### config.mk
export PLATFORM = sky130hd
export DESIGN_NAME = ia_sparse_packer
export DESIGN_NICKNAME = d
export VERILOG_FILES = /design/src/rtl/ia_pkg.sv /design/src/rtl/ia_iters_calc.sv /design/src/rtl/ia_sparse_packer.sv
export SDC_FILE = /design/constraint.sdc
export NUM_CORES = 2
export LEC_CHECK = 0
export CAP_MARGIN = 10
export CORE_AREA = 4 4 317 319
export DETAILED_ROUTE_END_ITERATION = 7
export DIE_AREA = 0 0 321 323
export RECOVER_POWER = 50
export SLEW_MARGIN = 20
export SYNTH_ARGS = -nofsm -noshare
export SYNTH_HDL_FRONTEND = slang
export SYNTH_SLANG_ARGS = --single-unit
### constraint.sdc
create_clock -name i_clk -period 2.45 [get_ports i_clk]
set_input_delay 0.49 -clock i_clk [delete_from_list [all_inputs] [get_ports i_clk]]
set_output_delay 0.49 -clock i_clk [all_outputs]
set_load 0.01 [all_outputs]
### src/rtl/ia_pkg.sv
// Shared definitions for the IA (input activation) sparse bundle path.
// Used by the packer here and by the PE-side consumers of the bundle.
package ia_pkg;

  localparam int CHANNEL = 32;
  localparam int DATA_W  = 16;
  localparam int CIDX_W  = 8;
  localparam int LANES   = 32;

  // Widths of the bundle's len and iters fields
  localparam int LEN_W   = $clog2(CHANNEL) + 1;
  localparam int ITERS_W = LEN_W;

  typedef enum logic [1:0] {
    S_IDLE = 2'd0,
    S_FILL = 2'd1,
    S_HOLD = 2'd2
  } state_t;

endpackage

### src/rtl/ia_iters_calc.sv
// Converts a bundle's nonzero count into the PE iteration count:
// iters = ceil(len/LANES) - 1, with len = 0 mapping to 0.
module ia_iters_calc #(
  parameter int CHANNEL = ia_pkg::CHANNEL,
  parameter int LANES   = ia_pkg::LANES,
  localparam int LEN_W  = $clog2(CHANNEL) + 1
) (
  input  logic [LEN_W-1:0] len,
  output logic [LEN_W-1:0] iters
);

  localparam int SH = $clog2(LANES);

  logic [31:0] groups;

  // LANES is a power of two, so the division by LANES reduces to a shift
  always_comb begin
    groups = (32'(len) + 32'(LANES - 1)) >> SH;
    iters  = (len == '0) ? '0 : LEN_W'(groups - 32'd1);
  end

endmodule

### src/rtl/ia_sparse_packer.sv
// Packs a dense channel-major activation stream into per-pixel sparse IA
// bundles (values, channel indices, len, iters, coordinates) for the PE array.
module ia_sparse_packer
  import ia_pkg::*;
#(
  parameter int CHANNEL = ia_pkg::CHANNEL,
  parameter int DATA_W  = ia_pkg::DATA_W,
  parameter int CIDX_W  = ia_pkg::CIDX_W,
  parameter int ROWS    = 32,
  parameter int COLS    = 32,
  parameter int LANES   = ia_pkg::LANES,
  parameter int RELU_EN = 0,
  localparam int H_W    = $clog2(ROWS) + 1,
  localparam int W_W    = $clog2(COLS) + 1,
  localparam int LEN_W  = $clog2(CHANNEL) + 1
) (
  input  logic                             i_clk,
  input  logic                             i_rst_n,
  input  logic                             i_start,
  input  logic                             i_in_valid,
  output logic                             o_in_ready,
  input  logic signed [DATA_W-1:0]         i_in_data,
  output logic                             o_bundle_valid,
  input  logic                             i_bundle_ready,
  output logic [H_W-1:0]                   o_ia_h,
  output logic [W_W-1:0]                   o_ia_w,
  output logic [CHANNEL-1:0][DATA_W-1:0]   o_ia_data,
  output logic [CHANNEL-1:0][CIDX_W-1:0]   o_ia_c_idx,
  output logic [LEN_W-1:0]                 o_ia_len,
  output logic [LEN_W-1:0]                 o_ia_iters,
  output logic                             o_frame_done,
  output logic                             o_busy
);

  localparam int CIW = (CHANNEL > 1) ? $clog2(CHANNEL) : 1;

  state_t                           state_q, state_d;
  logic [LEN_W-1:0]                 ch_cnt_q, slot_q, len_q, iters_q;
  logic [LEN_W-1:0]                 len_d, iters_d;
  logic [H_W-1:0]                   h_q;
  logic [W_W-1:0]                   w_q;
  logic [CHANNEL-1:0][DATA_W-1:0]   data_q;
  logic [CHANNEL-1:0][CIDX_W-1:0]   cidx_q;
  logic                             done_q;
  logic                             fire_in, fire_out, keep, last_ch, last_pix;
  logic                             frame_start, clear;

  always_comb begin
    fire_in     = (state_q == S_FILL) && i_in_valid;
    fire_out    = (state_q == S_HOLD) && i_bundle_ready;
    frame_start = (state_q == S_IDLE) && i_start;
    keep        = (i_in_data != '0) && !((RELU_EN != 0) && i_in_data[DATA_W-1]);
    last_ch     = (ch_cnt_q == LEN_W'(CHANNEL - 1));
    last_pix    = (h_q == H_W'(ROWS - 1)) && (w_q == W_W'(COLS - 1));
    // len as it will be after this cycle's write, so the last channel counts
    len_d       = slot_q + LEN_W'(keep);
  end

  ia_iters_calc #(
    .CHANNEL (CHANNEL),
    .LANES   (LANES)
  ) u_iters (
    .len   (len_d),
    .iters (iters_d)
  );

  always_comb begin
    state_d = state_q;
    clear   = 1'b0;
    case (state_q)
      S_IDLE: begin
        if (i_start) begin
          state_d = S_FILL;
          clear   = 1'b1;
        end
      end
      S_FILL: begin
        if (fire_in && last_ch) state_d = S_HOLD;
      end
      S_HOLD: begin
        if (fire_out) begin
          if (last_pix) begin
            state_d = S_IDLE;
          end else begin
            state_d = S_FILL;
            clear   = 1'b1;
          end
        end
      end
      default: state_d = S_IDLE;
    endcase
  end

  always_ff @(posedge i_clk or negedge i_rst_n) begin
    if (!i_rst_n) state_q <= S_IDLE;
    else          state_q <= state_d;
  end

  always_ff @(posedge i_clk or negedge i_rst_n) begin
    if (!i_rst_n) begin
      ch_cnt_q <= '0;
      slot_q   <= '0;
      len_q    <= '0;
      iters_q  <= '0;
      h_q      <= '0;
      w_q      <= '0;
      data_q   <= '0;
      cidx_q   <= '0;
      done_q   <= 1'b0;
    end else begin
      done_q <= fire_out && last_pix;

      // Zeroing the arrays on every new pixel keeps slots >= len at 0
      if (clear) begin
        ch_cnt_q <= '0;
        slot_q   <= '0;
        data_q   <= '0;
        cidx_q   <= '0;
      end else if (fire_in) begin
        ch_cnt_q <= ch_cnt_q + 1'b1;
        if (keep) begin
          data_q[slot_q[CIW-1:0]] <= i_in_data;
          cidx_q[slot_q[CIW-1:0]] <= CIDX_W'(ch_cnt_q);
          slot_q                  <= len_d;
        end
        if (last_ch) begin
          len_q   <= len_d;
          iters_q <= iters_d;
        end
      end

      if (frame_start) begin
        h_q <= '0;
        w_q <= '0;
      end else if (fire_out) begin
        if (w_q == W_W'(COLS - 1)) begin
          w_q <= '0;
          h_q <= h_q + 1'b1;
        end else begin
          w_q <= w_q + 1'b1;
        end
      end
    end
  end

  assign o_in_ready     = (state_q == S_FILL);
  assign o_bundle_valid = (state_q == S_HOLD);
  assign o_busy         = (state_q != S_IDLE);
  assign o_frame_done   = done_q;
  assign o_ia_h         = h_q;
  assign o_ia_w         = w_q;
  assign o_ia_data      = data_q;
  assign o_ia_c_idx     = cidx_q;
  assign o_ia_len       = len_q;
  assign o_ia_iters     = iters_q;

endmodule

==> impl_metrics.ini <==
[outcome]
outcome = finished, violations left
violations = max-capacitance violations, max-slew violations, negative setup slack

[floorplan]
core_um2 = 97800
die_w_um = 321
start_util = 0.313
io_pins = 817
die_h_um = 323
rows = 115
die_area_um2 = 104000

[cells_and_area]
instances_no_fill = 5496
layout_common_cells = 1341 x nand2_1, 734 x dfrtp_1, 732 x clkdlybuf4s50_1
final.fill_count = 9340
area_delta_synth_final_pct = 42.5
drive_above_1_share = 0.0981
fin_nets = 4173
mostFrequentLayoutCell = nand2_1
utilization = 0.446

[pwr]
power_density_nw_per_um2 = 1100
leakagePower_nw = 19.0
power_mw = 47.9
ir_drop_mv = 0.685

[sta]
fin_crit_sh = 1.20
max_freq_mhz = 341
slew_violations = 39
period_needed_ns = 2.93
hold_violations = 0
rsz0062_at_grt = true
tns_ns = -19.81
fin_hold_ws_ns = 0.501
fin_ws_ns = -0.484
finClkSkew_ns = 0.0199
tightest_slew_ns = 1.61
setup_violations = 223
slew_headroom = -0.0722

[worst_hold_path]
hp-start = i_bundle_ready
hold_class = in -> reg

[clock_tree]
cts-buffers-inserted = 84
cts_sinks = 740
cts_max_path_buffers = 3
cts_root_buf = clkbuf_16
cts.htree.levels = 3
clk_pin_slew_ns = 0.06
cts_tree = done
postCtsSetupRepairBufs = 0
clkLatencyLatePin_ns = 0.66

[synthesis]
synth_area_um2 = 30700
synth-edff-count = 0
ys_seq_area_frac = 0.604
yosysWarningCount = 0
synth-main-ff-cell = dfrtp_1
synth-async-reset-ratio = 1.00
ys_ff_latch = 740
syn_area_per_cell_um2 = 8.95
synthDistinctLibCells = 52
synth_cells = 3427

[route]
initialDrtViolationCount = 2319
dr.pass1.iters = 5
vias = 27600
wl_per_cell_um = 23.7
drt.antenna.violating_nets = 0
via_per_inst = 5.01
drc_errors = 0
wirelength_um = 130000

[worst_setup_path]
max_stage_delay_ns = 0.52
crit_required_ns = 2.98
crit_top_cell = ha_4
reg2reg_slack_ns = -0.12
crit_chain = buf_6 > or4_4 > nor4_4 > buf_4 > inv_4 > ha_4 > ha_4 > or3_4 > a211oi_4 > xnor2_1 > ha_2 > a21oi_2 > mux2_4
worstPathMaxFanout = 4
arrival_ns = 3.46
reg2reg_from = o_ia_w[0]
critical_path_class = in -> reg
critPathSlowestCell = or4_4
critPathCaptureType = flop
cp-start-kind = input pin
crit_start = i_in_data[4]

[global_route]
antenna_found_initial = 2
track_usage = 0.242
grt-ovfl-total = 0
first_global_vias = 26600
grt_max_degree = 90
grt_pass1_wl_um = 186000

[placement]
io_buffer_count = 752
placed_cells = 5346
hpwl_um = 84600
gp_congestion = 0.811

[flow_run]
cap_viol_max_count = 1
## where the power goes
part | internal [mW] | leakage, nW | switching [mW]
clock network | 7.60 | 1.39 | 5.22
registers | 15.6 | 10.1 | 2.47
logic | 8.31 | 7.54 | 8.74
total | 31.5 | 19.0 | 16.4
## critical path, delay by kind of cell
kind                       cells  cell delay (ns)
buffers and inverters          3             0.35
and+or+nand+nor                3             1.28
adders and majority gates      3             0.63
AOI/OAI and AO/OA              2             0.34
muxes                          1             0.25
xor gates and xnor gates       1             0.11
## per-layer routing
metal  routed length, um  part of all wire  vias to the layer above  track usage
li1                    -                 -                    12300            -
met1               52000              0.40                    13800        0.306
met2               62000              0.48                     1197        0.398
met3                9960             0.077                      286       0.0596
met4                6000             0.046                        6        0.100
met5                  35           0.00027                        -            0
## logic make-up (layout without fill, tap and decap cells)
group	count (synthesis)	after routing	synth area share
flip-flops	740	740	0.604
XOR/XNOR	15	15	0.00428
buffers and inverters	380	1098	0.0585
multiplexers	51	51	0.0168
AO/OA/AOI/OAI	685	685	0.113
other	1	65	0.000122
AND/OR/NAND/NOR	1549	1549	0.201
adder cells (fa/ha/maj)	6	6	0.00245
## synth_stat cells, types with 10 or more instances
library cell / n / area share
dfrtp_1: 740 / 0.60
nor3_1: 32 / 0.0052
buf_1: 70 / 0.0086
nand3_1: 27 / 0.0044
nor2_1: 80 / 0.0098
nand3_2: 10 / 0.0033
nand2_1: 1341 / 0.16
buf_4: 70 / 0.017
xor2_1: 10 / 0.0029
clkbuf_1: 166 / 0.020
mux2i_1: 47 / 0.015
buf_2: 65 / 0.011
a21oi_1: 668 / 0.11
## worst paths after layout
kind | endpoint | cells after the start
max reg2reg | o_ia_c_idx[129] | 8
max | o_ia_iters[1] | 13
min reg2reg | o_ia_c_idx[169] | 2
min | state_q[1] | 3
max in group asynchronous | o_ia_h[2] | 4
min in group asynchronous | o_ia_c_idx[104] | 2
## per-stage QoR
stage	instance area (um2)	worst slack, ns
global route	43700	-0.531
CTS	43800	-0.392
finish	43700	-0.484
global placement	41000	-1.27
detailed placement	41000	-1.23
floorplan	31000	-0.986
## final cells by class
type	count	area (um2)	area share
Sequential cell	740	18500	0.424
Multi-Input combinational cell	2370	10800	0.247
Timing Repair Buffer	945	9910	0.227
Clock buffer	119	2490	0.0570
Tap cell	1287	1610	0.0369
Clock inverter	29	315	0.00722
Inverter	5	21.3	0.000487
Antenna cell	1	2.50	0.0000573
## flip-flops by register name (all words and copies together), names as in the netlist
register,cells
o_ia_h,6
o_ia_iters,3
o_ia_w,6
o_ia_len,6
state_q,2
o_frame_done,1
o_ia_c_idx,192
o_ia_data,512
slot_q,6
ch_cnt_q,6
## what timing repair did
item,4_1_cts,5_1_grt
hold buffers,1,0
gates resized for setup,13,7
pin swaps,6,2
endpoints found under the hold margin,17,0
endpoints found under the setup margin,6,5
Power figures use the tool's default switching activity.
